**src/rtl/fetch_ctrl_pkg.sv**
```systemverilog
// Shared core definitions for the fetch front end: word width, NOP encoding
// and the fetch-queue entry layout.
package fetch_ctrl_pkg;

  localparam int XLEN = 32;
  localparam logic [XLEN-1:0] NOP = 32'h0000_0013;

  typedef struct packed {
    logic [XLEN-1:0] pc;
    logic [XLEN-1:0] inst;
  } fetch_entry_t;

endpackage

```
**src/rtl/fetch_ctrl_if.sv**
```systemverilog
// Valid/ready handshake carrying fetched instructions toward decode.
interface fetch_ctrl_if;
  import fetch_ctrl_pkg::*;

  logic            out_valid;
  logic            out_ready;
  logic [XLEN-1:0] out_inst;
  logic [XLEN-1:0] out_pc;

  modport master (output out_valid, output out_inst, output out_pc, input out_ready);
  modport slave  (input out_valid, input out_inst, input out_pc, output out_ready);

endinterface

```
**src/rtl/fetch_queue.sv**
```systemverilog
// Synchronous FIFO of fetch entries; flush empties it and overrides push/pop.
module fetch_queue
  import fetch_ctrl_pkg::*;
#(
  parameter int DEPTH = 2
) (
  input  logic                   clk,
  input  logic                   rst,
  input  logic                   push_i,
  input  fetch_entry_t           entry_i,
  input  logic                   pop_i,
  input  logic                   flush_i,
  output fetch_entry_t           head_o,
  output logic [$clog2(DEPTH):0] level_o
);

  localparam int AW = $clog2(DEPTH);

  fetch_entry_t            mem_q [DEPTH];
  logic         [AW-1:0]   wr_ptr_q, rd_ptr_q;
  logic         [AW:0]     level_q;

  always_ff @(posedge clk) begin
    if (rst || flush_i) begin
      wr_ptr_q <= '0;
      rd_ptr_q <= '0;
      level_q  <= '0;
    end else begin
      if (push_i) wr_ptr_q <= wr_ptr_q + 1'b1;
      if (pop_i)  rd_ptr_q <= rd_ptr_q + 1'b1;
      case ({push_i, pop_i})
        2'b10:   level_q <= level_q + 1'b1;
        2'b01:   level_q <= level_q - 1'b1;
        default: level_q <= level_q;
      endcase
    end
  end

  // Storage needs no reset: the level gates everything read from it.
  always_ff @(posedge clk) begin
    if (push_i && !flush_i && !rst) mem_q[wr_ptr_q] <= entry_i;
  end

  assign head_o  = mem_q[rd_ptr_q];
  assign level_o = level_q;

endmodule

```
**src/rtl/fetch_ctrl.sv**
```systemverilog
// Instruction fetch controller: drives a combinational instruction memory and
// buffers {pc, inst} pairs in a small queue toward decode.
module fetch_ctrl
  import fetch_ctrl_pkg::*;
#(
  parameter logic [XLEN-1:0] RESET_PC = 32'h0000_0000,
  parameter int              DEPTH    = 2
) (
  input  logic                   clk,
  input  logic                   rst,
  output logic [XLEN-1:0]        imem_addr,
  input  logic [XLEN-1:0]        imem_inst,
  input  logic                   halt,
  input  logic                   redirect_valid,
  input  logic [XLEN-1:0]        redirect_pc,
  fetch_ctrl_if.master           dec,
  output logic [$clog2(DEPTH):0] q_level
);

  localparam int LW = $clog2(DEPTH) + 1;
  localparam logic [LW-1:0] FULL_LVL = LW'(DEPTH);

  logic [XLEN-1:0] fetch_pc_q, fetch_pc_d;
  logic            head_valid, pop, push;
  fetch_entry_t    head, new_entry;
  logic [LW-1:0]   level;

  assign head_valid = (level != '0);
  assign pop        = head_valid && dec.out_ready && !redirect_valid;
  assign push       = !halt && !redirect_valid && ((level != FULL_LVL) || pop);

  assign new_entry.pc   = fetch_pc_q;
  assign new_entry.inst = imem_inst;

  // Redirect targets are forced word-aligned.
  always_comb begin
    fetch_pc_d = fetch_pc_q;
    if (redirect_valid) fetch_pc_d = redirect_pc & ~32'd3;
    else if (push)      fetch_pc_d = fetch_pc_q + 32'd4;
  end

  always_ff @(posedge clk) begin
    if (rst) fetch_pc_q <= RESET_PC;
    else     fetch_pc_q <= fetch_pc_d;
  end

  fetch_queue #(.DEPTH(DEPTH)) u_queue (
    .clk     (clk),
    .rst     (rst),
    .push_i  (push),
    .entry_i (new_entry),
    .pop_i   (pop),
    .flush_i (redirect_valid),
    .head_o  (head),
    .level_o (level)
  );

  assign imem_addr     = fetch_pc_q;
  assign q_level       = level;
  assign dec.out_valid = head_valid;
  assign dec.out_inst  = head_valid ? head.inst : NOP;
  assign dec.out_pc    = head_valid ? head.pc   : '0;

endmodule

```
**src/flat_wrapper.sv**
```systemverilog
// flat-port wrapper written by rule: the top's interface ports become plain ports
module fetch_ctrl_flat import fetch_ctrl_pkg::*;
#(
  parameter logic [XLEN-1:0] RESET_PC = 32'h0000_0000,
  parameter int              DEPTH    = 2
)
  (clk, rst, imem_addr, imem_inst, halt, redirect_valid, redirect_pc, q_level, dec_out_valid, dec_out_inst, dec_out_pc, dec_out_ready);
  fetch_ctrl_if dec_i ();
  input  logic clk;
  input  logic rst;
  output logic [XLEN-1:0] imem_addr;
  input  logic [XLEN-1:0] imem_inst;
  input  logic halt;
  input  logic redirect_valid;
  input  logic [XLEN-1:0] redirect_pc;
  output logic [$clog2(DEPTH):0] q_level;
  output wire logic [$bits(dec_i.out_valid)-1:0] dec_out_valid;
  output wire logic [$bits(dec_i.out_inst)-1:0] dec_out_inst;
  output wire logic [$bits(dec_i.out_pc)-1:0] dec_out_pc;
  input wire logic [$bits(dec_i.out_ready)-1:0] dec_out_ready;
  assign dec_out_valid = dec_i.out_valid;
  assign dec_out_inst = dec_i.out_inst;
  assign dec_out_pc = dec_i.out_pc;
  assign dec_i.out_ready = dec_out_ready;
  fetch_ctrl #(.RESET_PC(RESET_PC), .DEPTH(DEPTH)) u_core (.clk(clk), .rst(rst), .imem_addr(imem_addr), .imem_inst(imem_inst), .halt(halt), .redirect_valid(redirect_valid), .redirect_pc(redirect_pc), .dec(dec_i), .q_level(q_level));
endmodule
```
**config.mk**
```make
export PLATFORM = sky130hd
export DESIGN_NAME = fetch_ctrl_flat
export DESIGN_NICKNAME = d
export VERILOG_FILES = /design/src/rtl/fetch_ctrl_pkg.sv /design/src/rtl/fetch_ctrl_if.sv /design/src/rtl/fetch_queue.sv /design/src/rtl/fetch_ctrl.sv /design/src/flat_wrapper.sv
export SDC_FILE = /design/constraint.sdc
export NUM_CORES = 1
export LEC_CHECK = 0
export ABC_AREA = 1
export CAP_MARGIN = 20
export CORE_MARGIN = 3
export CORE_UTILIZATION = 45
export DETAILED_ROUTE_END_ITERATION = 10
export PLACE_DENSITY = 0.76
export REMOVE_ABC_BUFFERS = 1
export SYNTH_ARGS = -nofsm -noshare
export SYNTH_HDL_FRONTEND = slang
export SYNTH_SLANG_ARGS = --single-unit
```
**constraint.sdc**
```tcl
create_clock -name clk -period 5.8 [get_ports clk]
set_input_delay 1.16 -clock clk [delete_from_list [all_inputs] [get_ports clk]]
set_output_delay 1.16 -clock clk [all_outputs]
set_load 0.03 [all_outputs]
```
==> summary.md, run 1 <==
| Metric | Value |
|---|---|
| R2R depth | `5` |
| Drt first pass iters | `4` |
| Final instance area | `0.00944 sq mm` |
| Remaining DRCs | `0` |
| Critical path type | `register to output pin` |
| Largest net degree at the start of global routing | `63` |
| DR vias | `5,541` |
| Proportion of netlist area held by the largest area contributor | `0.527` |
| Final Cycle Share | `0.605` |
| Status | `finished, final reports clean` |
| Post-Syn Area | `0.00707 sq mm` |
| Area Overhead vs Synth | `33.6%` |
| Peak VDD IR | `205 uV` |
| Relative slew slack | `0.408` |
| Min-delay worst type | `register to register` |
| CP Capture Type | `output pin` |
| Max Root-Sink Buffers | `2` |
| Setup bufs post-CTS | `0` |
| Setup slack after layout | `2.29 ns` |
| FP Rows | `45` |
| Num CTS Buffers | `17` |
| CP startpoint kind | `register` |
| Clk sinks | `159` |
| Average routed wire per standard cell | `15.4 microns` |
| RR Endpoint | `u_core.u_queue.mem_q[1][43]$_DFFE_PP_` |
| Min Tclk post-route | `3.51 ns` |
| Synth unique cells | `35` |
| Hold Fails Final Rpt | `0` |
| # hold bufs at CTS | `0` |
| Critical path depth | `5` |
| IO Count | `168` |
| RSZ-0062 raised after global routing | `false` |
| Gpl congestion | `0.823` |
| R2r setup slk | `3.89 ns` |
| Pre-CTS setup slack | `2.44 ns` |
| Power consumption | `0.00265 W` |
| Die Y | `131 microns` |
| Detail Placement HPWL | `11,000 microns` |
| Critical Path AT | `2.35 ns` |
| Antenna violations before repair | `0` |
| Core area | `0.0153 sq mm` |
| Diode count | `0` |
| Fin. max-slew vios | `0` |
| All-Layer GR Usage | `0.198` |
| Total negative slack | `0 ns` |
| Synth area leaders | `edfxtp_1 53%, nand2_1 13%, dfxtp_1 9.9%` |
| Nets | `964` |
| Placed cell area | `0.00884 sq mm` |
| Static Leak | `3.31 nW` |
| Req. time, crit path | `4.64 ns` |
| Ys Warns | `0` |
| Global-route wire length before repair | `27,200 microns` |
| DRT Wirelength | `17,200 microns` |
| Worst Tran Pin Value | `0.889 ns` |
| Layout cell share with drive strength beyond 1 | `0.0806` |
| Setup violations, final | `0` |
| Crit path max-delay family | `buffers and inverters` |
| Cell Pwr Density | `281 mW/mm^2` |
| Min-delay src | `u_core.u_queue.rd_ptr_q$_SDFFE_PP0P_` |
| Post_cts resized | `0` |
| Peak Freq | `0.285 GHz` |
| Worst-Skew Late Latency | `0.42 ns` |
| Drt initial violations | `389` |
| Number of global-route vias before repair | `5,354` |
| Critical path, cell by cell | `inv_2 -> buf_12 -> nand2_1 -> a21oi_1 -> clkdlybuf4s50_1` |
| Average cell area after synthesis | `9.58 sq um` |
| Vias per cell | `4.96` |
| Finished Core Util | `0.619` |
| Worst path max stage delay | `0.73 ns` |
| Worst path slowest cell | `clkdlybuf4s50_1` |
| Skew final | `0.00737 ns` |
| Buf/Inv on CP | `3` |
| Die W | `131 microns` |
| Clock transition at path regs | `0.06 ns` |
| Port buffer count | `161` |
| Antenna-violating nets left | `0` |
| Maxcap violations | `0` |
| Htree depth | `4` |
| Remaining global-route overflow | `0` |
| Top cell type by total area after synthesis | `edfxtp_1` |
| Worst Path Max Fanout | `41` |
| Worst Hold Path Cells | `2` |
| R2R Path Start | `u_core.u_queue.level_o[0]$_SDFFE_PP0P_` |
| Clock root cell | `clkbuf_16` |
| Yosys reg bits | `159` |
| Mapped Cells | `738` |
| TritonCTS clock tree | `built` |
| Sequential-to-total area share from yosys stat | `0.626` |
| Die Area | `0.0172 sq mm` |
| Initial Util | `0.463` |
-- worst min-delay path, delay by kind of cell (launching register included) --
family,cells,cell delay (ns)
DFF,1,0.30
buffers and inverters,1,0.07
AOI/OAI and AO/OA,1,0.07
-- per-stage QoR --
step	instances	hold WS (ns)
2_1_floorplan	706	0.447
5_1_grt	1117	0.503
6_report	1117	0.475
3_3_place_gp	1084	0.453
3_5_place_dp	1085	0.469
4_1_cts	1116	0.481
-- report_power, final --
part           total [W]  internal [W]  switching (W)  leakage, nW
logic           0.000257      0.000111       0.000146         1.62
registers        0.00129       0.00126      0.0000328         1.41
clock network    0.00110      0.000671       0.000430        0.270
-- area by class of cell --
cell class	instances	area (sq um)
multi-input cells	486	2250
inverters	61	229
clock buffers	20	437
fillers	1260	5820
well taps	211	264
clock inverters	11	143
flip-flops and latches	159	4430
repair buffers	169	1700
-- registers in the layout, indices dropped and copies added, names as in the netlist, named ones only --
signal	cells
u_core.u_queue.mem_q	124
u_core.imem_addr	30
u_core.u_queue.wr_ptr_q	1
u_core.u_queue.rd_ptr_q	1
u_core.u_queue.level_o	2
-- placed cells by master, fill, tap and decap left out, drive strengths merged, types with 2 or more instances in the layout --
master         instances
a21oi                 85
inv                   61
xor2                   2
a31oi                  7
xnor2                  3
conb                   4
o21ai                 32
edfxtp               124
nand3                 39
nor3                   2
bufinv                 3
and2                   2
nand4                  2
buf                    8
dfxtp                 35
clkbuf                20
clkinvlp               4
nor2                  47
clkinv                 4
nand3b                 3
nand2                253
clkdlybuf4s50        161
-- metal layers --
| metal | wire length, microns | vias to the layer above | global-route usage | part of all wire |
|---|---|---|---|---|
| met5 | 0 | - | 0 | 0 |
| met4 | 359 | 0 | 0.0694 | 0.021 |
| met3 | 873 | 28 | 0.0440 | 0.051 |
| met2 | 8470 | 163 | 0.347 | 0.49 |
| met1 | 7460 | 2589 | 0.244 | 0.43 |
| li1 | - | 2761 | - | - |
-- how the worst max path moves through the flow --
stage	start	end	slack [ns]
floorplan	dec_out_ready	u_core.u_queue.mem_q[0][0]$_DFFE_PP_	-0.36
global placement	u_core.u_queue.level_o[0]$_SDFFE_PP0P_	dec_out_pc[18]	2.45
detailed placement	u_core.u_queue.level_o[0]$_SDFFE_PP0P_	dec_out_pc[18]	2.44
CTS	u_core.u_queue.level_o[0]$_SDFFE_PP0P_	dec_out_pc[2]	1.97
global route	register	dec_out_pc[8]	2.12
finish	register	dec_out_pc[2]	2.29
-- logic make-up after synthesis --
logic type,synth area share
AOI/OAI and AO/OA,0.0940
xor gates and xnor gates,0.00620
adders and majority gates,0.00177
buffers and inverters,0.0591
DFF,0.626
other,0.000530
and+or+nand+nor,0.213
-- cell usage after synthesis --
cell           count
nor2_4             6
ha_1               1
edfxtp_1         124
dlygate4sd1_1      1
o21ai_0           18
o221ai_1           1
inv_1             55
conb_1             1
dfxtp_1           35
a22oi_1            1
a21oi_2            3
o21ai_1           14
o211ai_1           1
buf_4              5
and2_1             2
buf_1              3
nand2_4            4
xor2_1             2
nor3_1             2
clkbuf_1          19
inv_2              6
nand3_2            2
a31oi_1            7
or2_2              1
buf_6              4
nor2_1            33
nor2_2             8
nand3b_1           3
nand2_2            5
nand2_1          244
nand3_1           37
a21oi_1           82
nand4_1            2
xnor2_1            3
buf_2              3
Power figures use the tool's default switching activity.
==> run 2: changes to the inputs <==
==> constraint.sdc (replaced) <==
create_clock -name clk -period 2.8 [get_ports clk]
set_input_delay 0.56 -clock clk [delete_from_list [all_inputs] [get_ports clk]]
set_output_delay 0.56 -clock clk [all_outputs]
set_load 0.03 [all_outputs]
==> summary.md, run 2 (same netlist as run 1, synthesis figures left out) <==
| Metric | Value |
|---|---|
| Diode count | `0 (unchanged)` |
| Htree depth | `4 (unchanged)` |
| Initial Util | `0.463 (unchanged)` |
| Max FFs per register | `124 (unchanged)` |
| Highest metal used | `met4` |
| Peak VDD IR | `509 uV (+150%)` |
| Min Tclk post-route | `2.59 ns` |
| Nets | `971 (+0.73%)` |
| Average routed wire per standard cell | `15.1 microns (-1.6%)` |
| Gpl congestion | `0.845 (+2.7%)` |
| Clock root cell | `clkbuf_16` |
| Layout fillers | `1,264 (+0.32%)` |
| FP Rows | `45 (unchanged)` |
| Post_cts resized | `0 (unchanged)` |
| Finished Core Util | `0.622 (+0.00320)` |
| Die Y | `131 microns (unchanged)` |
| Port buffer count | `161 (unchanged)` |
| Clk sinks | `159 (unchanged)` |
| Status | `finished, final reports clean` |
| Power consumption | `0.00552 W (+110%)` |
| Metal3 WL | `1060 microns (+21%)` |
| Die Area | `0.0172 sq mm (unchanged)` |
| Hold Fails Final Rpt | `0 (unchanged)` |
| Req. time, crit path | `2.24 ns (-2.40 ns)` |
| Number of global-route vias before repair | `5,208 (-2.7%)` |
| Static Leak | `3.50 nW (+5.9%)` |
| IO Count | `168 (unchanged)` |
| Register name with the most flops | `u_core.u_queue.mem_q` |
| Met2 wire len | `8270 microns (-2.4%)` |
| Min-delay worst type | `register to register` |
| Relative slew slack | `0.526 (+0.119)` |
| Clock transition at path regs | `0.06 ns (about the same)` |
| Wl on met1 | `7340 microns (-1.6%)` |
| TritonCTS clock tree | `built` |
| Skew final | `0.00990 ns (+0.00252 ns)` |
| Largest net degree at the start of global routing | `63 (unchanged)` |
| Final Cycle Share | `0.927` |
| Remaining DRCs | `0 (unchanged)` |
| CP Capture Type | `output pin` |
| All-Layer GR Usage | `0.200 (+0.00134)` |
| Remaining global-route overflow | `0 (unchanged)` |
| RSZ-0062 raised after global routing | `false` |
| Most frequent cells in the layout | `244 x nand2_1, 124 x edfxtp_1, 99 x clkdlybuf4s50_1` |
| Layout cell share with drive strength beyond 1 | `0.160 (+0.0792)` |
| Die W | `131 microns (unchanged)` |
| Core area | `0.0153 sq mm (unchanged)` |
| # hold bufs at CTS | `0 (unchanged)` |
| Antenna violations before repair | `0 (unchanged)` |
| Vias per cell | `4.88 (-1.5%)` |
| Antenna-violating nets left | `0 (unchanged)` |
| Critical Path AT | `2.03 ns (-0.32 ns)` |
| Setup bufs post-CTS | `0 (unchanged)` |
| Worst-Skew Late Latency | `0.42 ns (about the same)` |
| CP startpoint kind | `register` |
| Num CTS Buffers | `17 (unchanged)` |
| Critical path type | `register to output pin` |
| Area Overhead vs Synth | `34.3%` |
| Most common cell after layout, fill and taps aside | `nand2_1` |
| Maxcap violations | `0 (unchanged)` |
| Worst Path Max Fanout | `32 (-22%)` |
| Worst Tran Pin Value | `0.711 ns (-0.178 ns)` |
| Max Root-Sink Buffers | `2 (unchanged)` |
| Drt initial violations | `449 (+15%)` |
| Fin. max-slew vios | `0 (unchanged)` |
| Peak Freq | `0.385 GHz` |
| DRT Wirelength | `17,000 microns (-0.92%)` |
| Drt first pass iters | `5 (+1)` |
| Detail Placement HPWL | `11,200 microns (+2.0%)` |
| Global-route wire length before repair | `27,200 microns (+0.23%)` |
| Setup violations, final | `0 (unchanged)` |
| Cell Pwr Density | `582 mW/mm^2 (+110%)` |
| DR vias | `5,495 (-0.83%)` |
[run 2: cell types whose count changed in the layout (fill, tap and decap cells not counted)]
cell and delta:
clkinv_2 +3, clkdlybuf4s50_1 -62, buf_12 +11, inv_6 +2
clkbuf_1 -3, buf_4 +58, clkinvlp_4 -1
[run 2: path summary, 6_finish.rpt]
check	startpoint	endpoint	slack [ns]	cells past startpoint
min	u_core.u_queue.rd_ptr_q$_SDFFE_PP0P_	register	0.46	2
min reg2reg	u_core.u_queue.rd_ptr_q$_SDFFE_PP0P_	register	0.46	2
max reg2reg	u_core.u_queue.level_o[0]$_SDFFE_PP0P_	u_core.u_queue.mem_q[1][52]$_DFFE_PP_	1.18	5
max	u_core.u_queue.level_o[0]$_SDFFE_PP0P_	dec_out_inst[14]	0.21	6
[run 2: critical path, stage by stage, from the launching register on]
cell and delay, ns:
dfxtp_1 0.33, inv_2 0.09, nand2_2 0.06, inv_2 0.48, buf_4 0.38, a21oi_1 0.08
buf_4 0.18
[run 2: area by class of cell]
cell class	instances	area, sq um	share of cell area
Timing Repair Buffer	176	1730	0.182
Clock inverter	15	168	0.0177
Tap cell	211	264	0.0278
Clock buffer	17	425	0.0448
Inverter	61	229	0.0241
Multi-Input combinational cell	486	2250	0.237
Sequential cell	159	4430	0.466
[run 2: power breakdown]
part           switching (W)  internal (W)
Sequential         0.0000638       0.00261
Combinational       0.000313      0.000238
Clock               0.000902       0.00139
Total                0.00128       0.00425
[run 2: metal layers]
metal	up-vias	track usage
met5	-	0
met4	0	0.0735
met3	22	0.0433
met2	179	0.338
met1	2510	0.254
li1	2784	-
[run 2: per-stage QoR]
stage | area (sq um) | setup WS, ns | hold slack (ns) | setup TNS (ns) | instances
after global placement | 8900 | 0.489 | 0.451 | 0 | 1093
after floorplan | 6890 | -2.81 | 0.447 | -352.02 | 706
final | 9490 | 0.205 | 0.465 | 0 | 1125
after detailed placement | 8900 | 0.449 | 0.455 | 0 | 1093
after global routing | 9490 | 0.0431 | 0.526 | 0 | 1125
after CTS | 9490 | 0.139 | 0.466 | 0 | 1125
==> run 3: changes to the inputs <==
--- a/config.mk
+++ b/config.mk
@@ -10,6 +10,7 @@
 export CORE_MARGIN = 3
 export CORE_UTILIZATION = 45
 export DETAILED_ROUTE_END_ITERATION = 10
+export GPL_ROUTABILITY_DRIVEN = 1
 export PLACE_DENSITY = 0.76
 export REMOVE_ABC_BUFFERS = 1
 export SYNTH_ARGS = -nofsm -noshare
==> results of run 3 <==
Final layout, timing and power as in run 2 (identical DEF).
